==> src/rtl/dmem_access_ctrl.sv <==
// ---------------------------------------------------------------------------
// dmem_access_ctrl
//
// Data-memory access controller sitting between pipeline stage Q103H and a
// valid/ready memory port. A load or store presented in Q103H is captured,
// turned into one aligned memory request with byte enables and shifted write
// data, and (for loads) the response is shifted down and sign/zero-extended
// into ld_data_Q104H. A cycle counter aborts requests that never complete.
//
// Build option:
//   DMEM_MISALIGN_TRAP_EN  defined   -> misaligned accesses fault (code 1)
//                                       without touching memory.
//                          undefined -> misaligned accesses are issued with
//                                       byte enables truncated to the word.
//
// Ports:
//   clk, rst_n          clock, asynchronous active-low reset
//   req_valid_Q103H     instruction present in Q103H
//   req_rd_en/req_wr_en load / store request
//   req_size            0 byte, 1 half, 2 word, 3 dword
//   req_unsigned        zero-extend loaded data when 1
//   req_addr            byte address
//   req_wr_data         store data, right-aligned
//   ready_Q103H         low stalls Q103H
//   mem_req_valid/ready request handshake
//   mem_addr            word-aligned address
//   mem_wr_data         store data shifted into its byte lanes
//   mem_byte_en         active byte lanes
//   mem_wr_en/mem_rd_en request type
//   mem_rsp_valid/data  read response
//   ld_data_Q104H       extended load result
//   fault, fault_code   0 none, 1 misaligned, 2 timeout, 3 illegal
// ---------------------------------------------------------------------------
module dmem_access_ctrl #(
  parameter int DATA_W      = 32,
  parameter int ADDR_W      = 32,
  parameter int TIMEOUT_CYC = 255
) (
  input  logic                  clk,
  input  logic                  rst_n,
  input  logic                  req_valid_Q103H,
  input  logic                  req_rd_en,
  input  logic                  req_wr_en,
  input  logic [1:0]            req_size,
  input  logic                  req_unsigned,
  input  logic [ADDR_W-1:0]     req_addr,
  input  logic [DATA_W-1:0]     req_wr_data,
  output logic                  ready_Q103H,
  output logic                  mem_req_valid,
  input  logic                  mem_req_ready,
  output logic [ADDR_W-1:0]     mem_addr,
  output logic [DATA_W-1:0]     mem_wr_data,
  output logic [DATA_W/8-1:0]   mem_byte_en,
  output logic                  mem_wr_en,
  output logic                  mem_rd_en,
  input  logic                  mem_rsp_valid,
  input  logic [DATA_W-1:0]     mem_rsp_data,
  output logic [DATA_W-1:0]     ld_data_Q104H,
  output logic                  fault,
  output logic [1:0]            fault_code
);

  localparam int         NB       = DATA_W / 8;
  localparam int         OFF_W    = $clog2(NB);
  localparam logic       DWORD_OK = (DATA_W == 64);
  // Last counter value before the request is abandoned.
  localparam logic [7:0] TO_LAST  = 8'(TIMEOUT_CYC - 1);

  typedef enum logic [1:0] {IDLE, REQ, WAIT, DONE} state_e;
  typedef enum logic [1:0] {
    FC_NONE    = 2'd0,
    FC_MISALIGN = 2'd1,
    FC_TIMEOUT = 2'd2,
    FC_ILLEGAL = 2'd3
  } fault_e;

  state_e              state_q, state_d;
  logic                is_wr_q;
  logic [1:0]          size_q;
  logic                unsigned_q;
  logic [OFF_W-1:0]    offset_q;
  logic [ADDR_W-1:0]   mem_addr_q;
  logic [DATA_W-1:0]   mem_wr_data_q;
  logic [NB-1:0]       mem_byte_en_q;
  logic [7:0]          cnt_q;
  logic [DATA_W-1:0]   ld_data_q;
  fault_e              fault_code_q;

  // -------------------------------------------------------------------------
  // Request decode (Q103H inputs, only meaningful in IDLE)
  // -------------------------------------------------------------------------
  logic              accept;
  logic              illegal;
  logic              misalign_trap;
  logic [OFF_W-1:0]  req_offset;
  logic [15:0]       be_mask;
  logic [15:0]       be_shift;

  assign accept     = req_valid_Q103H & (req_rd_en | req_wr_en);
  assign illegal    = (req_rd_en & req_wr_en) | ((req_size == 2'd3) & ~DWORD_OK);
  assign req_offset = req_addr[OFF_W-1:0];

  // Access footprint: 1, 2, 4 or 8 bytes placed at the byte offset; lanes
  // past the end of the word are simply dropped.
  assign be_mask  = (16'd1 << (5'd1 << req_size)) - 16'd1;
  assign be_shift = be_mask << req_offset;

`ifdef DMEM_MISALIGN_TRAP_EN
  logic [3:0] size_mask;
  assign size_mask     = (4'd1 << req_size) - 4'd1;
  assign misalign_trap = |(req_offset & size_mask[OFF_W-1:0]);
`else
  assign misalign_trap = 1'b0;
`endif

  // -------------------------------------------------------------------------
  // Load data alignment and extension
  // -------------------------------------------------------------------------
  function automatic logic [DATA_W-1:0] extend_load(
    input logic [DATA_W-1:0] v,
    input logic [1:0]        sz,
    input logic              uns
  );
    logic [DATA_W-1:0] r;
    int                nbits;
    nbits = 8 << sz;
    if (nbits > DATA_W) nbits = DATA_W;
    for (int i = 0; i < DATA_W; i++) begin
      r[i] = (i < nbits) ? v[i] : (~uns & v[nbits-1]);
    end
    return r;
  endfunction

  logic [DATA_W-1:0] rsp_shifted;
  assign rsp_shifted = mem_rsp_data >> {offset_q, 3'b000};

  // -------------------------------------------------------------------------
  // FSM next state and handshake outputs
  // -------------------------------------------------------------------------
  logic timeout_hit;
  logic timeout_fire;

  assign timeout_hit = (cnt_q >= TO_LAST);

  // NOTE: every signal assigned in this block gets a default first so that no
  // path through the case statement leaves it unassigned and infers a latch.
  always_comb begin
    state_d      = state_q;
    ready_Q103H  = 1'b0;
    timeout_fire = 1'b0;
    unique case (state_q)
      IDLE: begin
        // Any captured request (including one that faults immediately)
        // stalls the stage until DONE releases it.
        ready_Q103H = ~accept;
        if (accept) state_d = (illegal | misalign_trap) ? DONE : REQ;
      end
      REQ: begin
        if (mem_req_ready) begin
          state_d = is_wr_q ? DONE : WAIT;
        end else if (timeout_hit) begin
          state_d      = DONE;
          timeout_fire = 1'b1;
        end
      end
      WAIT: begin
        if (mem_rsp_valid) begin
          state_d = DONE;
        end else if (timeout_hit) begin
          state_d      = DONE;
          timeout_fire = 1'b1;
        end
      end
      DONE: begin
        ready_Q103H = 1'b1;
        state_d     = IDLE;
      end
      default: state_d = IDLE;
    endcase
  end

  // NOTE: sequential state uses non-blocking assignments only, so every
  // register samples pre-edge values regardless of statement order.
  always_ff @(posedge clk or negedge rst_n) begin
    if (!rst_n) state_q <= IDLE;
    else        state_q <= state_d;
  end

  // -------------------------------------------------------------------------
  // Request capture, counter, load result and fault status
  // -------------------------------------------------------------------------
  always_ff @(posedge clk or negedge rst_n) begin
    if (!rst_n) begin
      is_wr_q       <= 1'b0;
      size_q        <= 2'd0;
      unsigned_q    <= 1'b0;
      offset_q      <= '0;
      mem_addr_q    <= '0;
      mem_wr_data_q <= '0;
      mem_byte_en_q <= '0;
      cnt_q         <= 8'd0;
      ld_data_q     <= '0;
      fault_code_q  <= FC_NONE;
    end else begin
      if (state_q == IDLE && accept) begin
        is_wr_q       <= req_wr_en;
        size_q        <= req_size;
        unsigned_q    <= req_unsigned;
        offset_q      <= req_offset;
        mem_addr_q    <= {req_addr[ADDR_W-1:OFF_W], {OFF_W{1'b0}}};
        mem_wr_data_q <= req_wr_data << {req_offset, 3'b000};
        mem_byte_en_q <= be_shift[NB-1:0];
        cnt_q         <= 8'd0;
        fault_code_q  <= illegal       ? FC_ILLEGAL  :
                         misalign_trap ? FC_MISALIGN : FC_NONE;
      end

      if (state_q == REQ || state_q == WAIT) cnt_q <= cnt_q + 8'd1;

      if (state_q == WAIT && mem_rsp_valid) begin
        ld_data_q <= extend_load(rsp_shifted, size_q, unsigned_q);
      end else if (timeout_fire) begin
        ld_data_q    <= '0;
        fault_code_q <= FC_TIMEOUT;
      end
    end
  end

  // -------------------------------------------------------------------------
  // Outputs
  // -------------------------------------------------------------------------
  assign mem_req_valid = (state_q == REQ);
  assign mem_wr_en     = (state_q == REQ) & is_wr_q;
  assign mem_rd_en     = (state_q == REQ) & ~is_wr_q;
  assign mem_addr      = mem_addr_q;
  assign mem_wr_data   = mem_wr_data_q;
  assign mem_byte_en   = mem_byte_en_q;
  assign ld_data_Q104H = ld_data_q;
  assign fault_code    = fault_code_q;
  assign fault         = (state_q == DONE) & (fault_code_q != FC_NONE);

endmodule

==> config.mk <==
export PLATFORM = sky130hd
export DESIGN_NAME = dmem_access_ctrl
export DESIGN_NICKNAME = d
export VERILOG_FILES = /design/src/rtl/dmem_access_ctrl.sv
export SDC_FILE = /design/constraint.sdc
export NUM_CORES = 1
export LEC_CHECK = 0
export BUFFER_PORTS_ARGS = -buffer_cell sky130_fd_sc_hd__buf_2
export CORE_UTILIZATION = 25
export CTS_CLUSTER_SIZE = 8
export DETAILED_ROUTE_END_ITERATION = 7
export PLACE_DENSITY = 0.47
export SLEW_MARGIN = 5
export SYNTH_ARGS = -nofsm -noshare
export SYNTH_HDL_FRONTEND = slang
export SYNTH_SLANG_ARGS = --single-unit
==> constraint.sdc <==
create_clock -name clk -period 2.05 [get_ports clk]
set_input_delay 0.3075 -clock clk [delete_from_list [all_inputs] [get_ports clk]]
set_output_delay 0.3075 -clock clk [all_outputs]
set_load 0.01 [all_outputs]
### Word-level counts from Yosys, hierarchy flattened

Index checks and enable logic that the tools add are counted.

| word-level totals | value |
|---|---|
| output and inout port bits | 107 |
| register bits | 116 |
| input port bits | 106 |
| word-level logic and storage cells | 135 |

| operators by class | value |
|---|---|
| add/subtract/negate cells | 3 |
| reductions and logical operators | 7 |
| shift operators | 6 |
| bitwise operators | 11 |
| order comparisons | 35 |
| equal/unequal tests | 5 |
| multiplexer cells | 57 |

Operators by type and width:

| cell | count |
|---|---|
| 6-bit by 32-bit < comparator with 1-bit output, first input constant | 16 |
| 5-bit by 32-bit < comparator with 1-bit output, first input constant | 8 |
| 4-bit by 32-bit < comparator with 1-bit output, first input constant | 4 |
| 32-bit 2-to-1 mux | 4 |
| 3-bit by 32-bit < comparator with 1-bit output, first input constant | 2 |
| 1-bit 2-to-1 mux | 38 |
| 32-bit by 7-bit greater-than comparator with 1-bit output, second input constant | 1 |
| 1-bit by 32-bit < comparator with 1-bit output, first input constant | 1 |
| 2-bit by 32-bit < comparator with 1-bit output, first input constant | 1 |
| 32-bit by 7-bit < comparator with 1-bit output, second input constant | 1 |
| 32-bit by 5-bit << shifter with 32-bit output | 1 |
| 4-bit by 2-bit << shifter with 32-bit output, first input constant | 1 |
| 32-bit by 5-bit >> shifter with 32-bit output | 1 |
| 32-bit by 2-bit subtractor with 32-bit output, second input constant | 1 |
| 2-bit 2-to-1 mux | 9 |
| 8-bit 2-to-1 mux | 2 |
| 1-bit by 5-bit << shifter with 16-bit output, first input constant | 1 |
| 16-bit by 2-bit << shifter with 4-bit output | 1 |
| 16-bit by 1-bit subtractor with 16-bit output, second input constant | 1 |
| 8-bit by 1-bit adder with 8-bit output, second input constant | 1 |
| 8-bit greater-or-equal comparator, second input constant | 1 |
| 2-bit case mux with 4 select lines | 1 |
| 1-bit AND | 6 |
| 2-bit equality test, second input constant | 3 |
| other kinds (11) | 18 |

### Depth between registers and ports, before layout

| depth | value |
|---|---|
| depth in word-level cells | 11 |
| mapped depth | 10 |

### Least setup slack after synthesis

Ideal clock, no wire load.

| timing path | value |
|---|---|
| path kind | reg2reg |
| start | register state_q[1] |
| end | register ld_data_q[8], in the netlist ld_data_Q104H[8] |
| data required time | 1.929 ns |
| cell stages (with the launch flop) | 11 |
| path buffers | 4 |
| arrival time | 2.123 ns |
| path slack | -0.194 ns |
| cell sequence | dfrtp_1 > inv_1 > ha_1 > buf_2 > inv_2 > a2111o_1 > buf_2 > and2_1 > buf_2 > buf_6 > a22o_1 |

| between the ends | value |
|---|---|
| cells in the longest elaborated chain, start to end | 3 |
| elaborated cells between the ends (all ways) | 6 |

RTL lines:

| item | line | source |
|---|---|---|
| from (decl) | 77 | `state_e state_q, state_d;` |
| from (signal assigned) | 186 | `else state_q <= state_d;` |
| 2-bit equality test or 2-bit by 1-bit equality test with 1-bit output (tied branches) | 151, 220 |  |
| 1-bit case mux with 2 select lines or 1-bit logical AND (tied branches) | 151, 220 |  |
| 2-bit nonzero test (no line) or 32-bit 2-to-1 mux (tied branches) | - |  |
| to (signal assigned) | 221 | `ld_data_q <= extend_load(rsp_shifted, size_q, unsigned_q);` |
| to (decl) | 86 | `logic [DATA_W-1:0] ld_data_q;` |

Several ways; a longest one is shown, not always the timed one.
A chain may end at the register's enable or synchronous reset.

### Final worst setup path

| timing path | value |
|---|---|
| start | register size_q[0] |
| end | register ld_data_q[11], in the netlist ld_data_Q104H[11] |

| between the ends | value |
|---|---|
| cells in the longest elaborated chain, start to end | 11 |
| elaborated cells between the ends (all ways) | 12 |

RTL lines:

| item | line | source |
|---|---|---|
| from (decl) | 79 | `logic [1:0] size_q;` |
| from (signal assigned) | 207 | `size_q <= req_size;` |
| 4-bit by 2-bit << shifter with 32-bit output (*) | 126 | `nbits = 8 << sz;` |
| 32-bit by 7-bit greater-than comparator with 1-bit output | 127 | `if (nbits > DATA_W) nbits = DATA_W;` |
| 32-bit 2-to-1 mux (*) | 127 |  |
| 32-bit 2-to-1 mux (*) | 220 | `if (state_q == WAIT && mem_rsp_valid) begin` |
| 32-bit by 2-bit subtractor with 32-bit output | 129 | `r[i] = (i < nbits) ? v[i] : (~uns & v[nbits-1]);` |
| 1-bit binary-select mux with 5-bit select | 129 |  |
| 1-bit 2-to-1 mux (not written as such) (2 in series) | 129 |  |
| 1-bit AND | 129 |  |
| 1-bit 2-to-1 mux (*) | 129 |  |
| 32-bit 2-to-1 mux (*) | 220 |  |

Every way passes the cells marked *; elsewhere a longest branch is shown, timed or not. The select of a mux whose other input is x is not followed.

==> results.json <==
{
  "status": "finished clean",
  "critPathBufInv": 1,
  "root_buffer": "clkbuf_16",
  "clock-sinks": 116,
  "num_rows": 55,
  "clock.fmax_mhz": 518,
  "ys.flop_type": "dfrtp_1",
  "yosysMostFrequentCell": "dfrtp_1",
  "grt_overflow_total": 0,
  "initial_core_util_pct": 25.4,
  "insertion_delay_ns": 0.41,
  "finalHoldViolations": 0,
  "ios": 213,
  "max_stage_delay_ns": 0.44,
  "r2r_start": "size_q[0]",
  "finalCritPeriodShare_pct": 94.1,
  "met1_usage_pct": 19.7,
  "synth_top_area_share_pct": 50.4,
  "synth_seq_cells": 116,
  "synthMuxAreaShare_pct": 15.1,
  "start_kind": "flip-flop",
  "busiest_layer": "met2",
  "synthSimpleGateAreaFrac_pct": 9.41,
  "ys_types": 48,
  "pwr_density_cell_mw_per_mm2": 1540,
  "netlist_area_mm2": 0.00576,
  "syn-mean-instance-area_um2": 10.7,
  "layout.nets": 868,
  "drv_slew": 0,
  "wire_per_inst_um": 17.2,
  "clk_pin_slew_ns": 0.06,
  "place_area_mm2": 0.00726,
  "via_per_inst": 4.79,
  "synthAdderAreaFrac_pct": 1.74,
  "drive_gt1_share_pct": 42.8,
  "antenna_found_initial": 3,
  "synthToLayoutAreaGrowth_pct": 37.0,
  "grtUsageMet2_pct": 23.9,
  "crit_arrival_ns": 2.27,
  "crit_type": "reg -> reg",
  "hold_ws_ns": 0.120,
  "synthTopCellsByArea": "dfrtp_1 50%, mux2_2 9.0%, mux2i_1 5.7%",
  "yosys_warnings": 0,
  "place.gp.congestion": 0.820,
  "holdCritStartpoint": "req_addr[2]",
  "track_usage_pct": 15.6,
  "dieWidth_um": 154,
  "slew_headroom_pct": 55.4,
  "clk_path_buf_depth": 2,
  "synth_top_area_cell": "dfrtp_1",
  "yosysSeqAreaShare_pct": 50.4,
  "crit_path_max_fanout": 7,
  "synth_common_cells": "116 x dfrtp_1, 49 x nand2_1, 46 x mux2_2",
  "port_buffers": 210,
  "endpoint_kind": "flip-flop",
  "use_met3_pct": 6.88,
  "synth_cells": 537,
  "crit_chain": "or2_2 -> ha_4 -> o41a_1 -> o22ai_2 -> buf_4 -> a22o_1",
  "crit_start": "size_q[0]",
  "fillCellCount": 2327,
  "cap_violations": 0,
  "hp-class": "in -> reg",
  "vias": 5049,
  "worst_slew_pin_slew_ns": 0.666,
  "finalInstanceArea_mm2": 0.00789,
  "cp_slowest_cell": "o41a_1",
  "synth_edf_count": 0,
  "critPathTopFamily": "compound AO/OA/AOI/OAI gates",
  "grt_pass1_vias": 4968,
  "die_y_um": 154,
  "skew_ns": 0.00699,
  "grt_max_degree": 90,
  "first_iter_violations": 175,
  "async_flop_share_pct": 100,
  "power.leakage_nw": 3.80,
  "rsz0062_at_grt": "no",
  "dp_hpwl_um": 13300,
  "core_mm2": 0.0226,
  "ir_drop_mv": 0.557,
  "synth_top_family_by_area": "compound AO/OA/AOI/OAI gates",
  "synth-xor-area-share_pct": 0,
  "wirelength_um": 18100,
  "synth-compound-area-share_pct": 19.1,
  "required_ns": 2.39,
  "grt_pass1_wl_um": 28500,
  "first_pass_iters": 4,
  "drcViolationCount": 0,
  "die_area_mm2": 0.0236,
  "cts_tree": "yes",
  "period_needed_ns": 1.93,
  "cts_buffers": 17,
  "cts_max_level": 4,
  "setup_violations": 0,
  "ant_nets": 0
}
## per-layer routing
layer	share of wire [%]	vias up
met1	45	2417
met3	9.1	25
met5	0.17	-
li1	-	2397
met2	45	206
met4	1.6	4
## what timing repair did
action / CTS / global route
setup endpoints to repair: 0 / 21
resized for setup: 0 / 4
hold endpoints to repair: 116 / 0
hold buffers: 1 / 0
setup buffers: 0 / 0
## final cells by class
class / count / area (um^2) / area share, %
flip-flops and latches: 116 / 2900 / 36.8
multi-input cells: 370 / 2660 / 33.7
repair buffers: 242 / 1360 / 17.2
clock buffers: 19 / 453 / 5.74
well taps: 285 / 357 / 4.52
clock inverters: 13 / 125 / 1.59
inverters: 7 / 31.3 / 0.396
diodes: 2 / 5.00 / 0.0634
## logic make-up (layout without fill, tap and decap cells)
| group | Yosys count | in the layout |
|---|---|---|
| flops | 116 | 116 |
| mux | 80 | 80 |
| other cells | 1 | 4 |
| compound gates | 164 | 164 |
| fa+ha+maj | 8 | 8 |
| simple gates | 116 | 116 |
| buf+inv | 52 | 281 |
## cell usage in the layout, fill, tap and decap left out, types with 3 or more instances in the layout
cell type / n
a22o_1: 7
mux2_2: 46
and2b_1: 3
o21ai_0: 38
mux2i_1: 33
clkinv_4: 3
a211oi_1: 9
inv_6: 4
clkbuf_16: 17
nor2_1: 27
buf_12: 5
a31oi_1: 13
inv_1: 6
and2_1: 3
nand2_1: 49
dfrtp_1: 116
a211o_1: 9
a32oi_1: 8
o211ai_1: 4
a21oi_1: 33
buf_2: 209
nand4_1: 4
ha_1: 6
clkinvlp_4: 5
nand2b_1: 5
buf_4: 27
o31ai_1: 26
nor2b_1: 15
a32o_1: 7
## metrics by stage
stage | setup WS [ns] | total power, mW | TNS (ns) | std cells | util (%)
6_report | 0.121 | 12.2 | 0 | 1054 | 34.8
5_1_grt | 0.0191 | 13.0 | 0 | 1052 | 34.8
4_1_cts | 0.00179 | 12.2 | 0 | 1052 | 34.7
3_5_place_dp | 0.0319 | 9.24 | 0 | 1019 | 32.1
3_3_place_gp | 0.0619 | 9.22 | 0 | 1019 | 32.1
2_1_floorplan | -0.0283 | 7.16 | -0.244 | 538 | -
## worst paths after layout
check,end,slack (ns),cells after the start
worst min register to register,mem_wr_data[12],0.48,2
worst max-delay path,ld_data_Q104H[11],0.12,6
worst min-delay path,mem_addr[2],0.12,2
max in group asynchronous,mem_wr_data[2],1.13,3
worst max register to register,ld_data_Q104H[11],0.12,6
min in group asynchronous,ld_data_Q104H[16],0.47,3
## power breakdown
group	leakage, nW	internal, mW	switching, mW
Combinational	2.08	2.42	2.84
Sequential	1.45	3.34	0.649
Clock	0.269	1.74	1.16
Total	3.80	7.51	4.65
## flip-flops by register name (all words and copies together), names as in the netlist
| register | cells |
|---|---|
| state_q | 2 |
| offset_q | 2 |
| is_wr_q | 1 |
| mem_addr | 30 |
| ld_data_Q104H | 32 |
| cnt_q | 8 |
| size_q | 2 |
| fault_code | 2 |
| unsigned_q | 1 |
| mem_byte_en | 4 |
| mem_wr_data | 32 |
No activity file was read; power rests on OpenSTA's default activity.
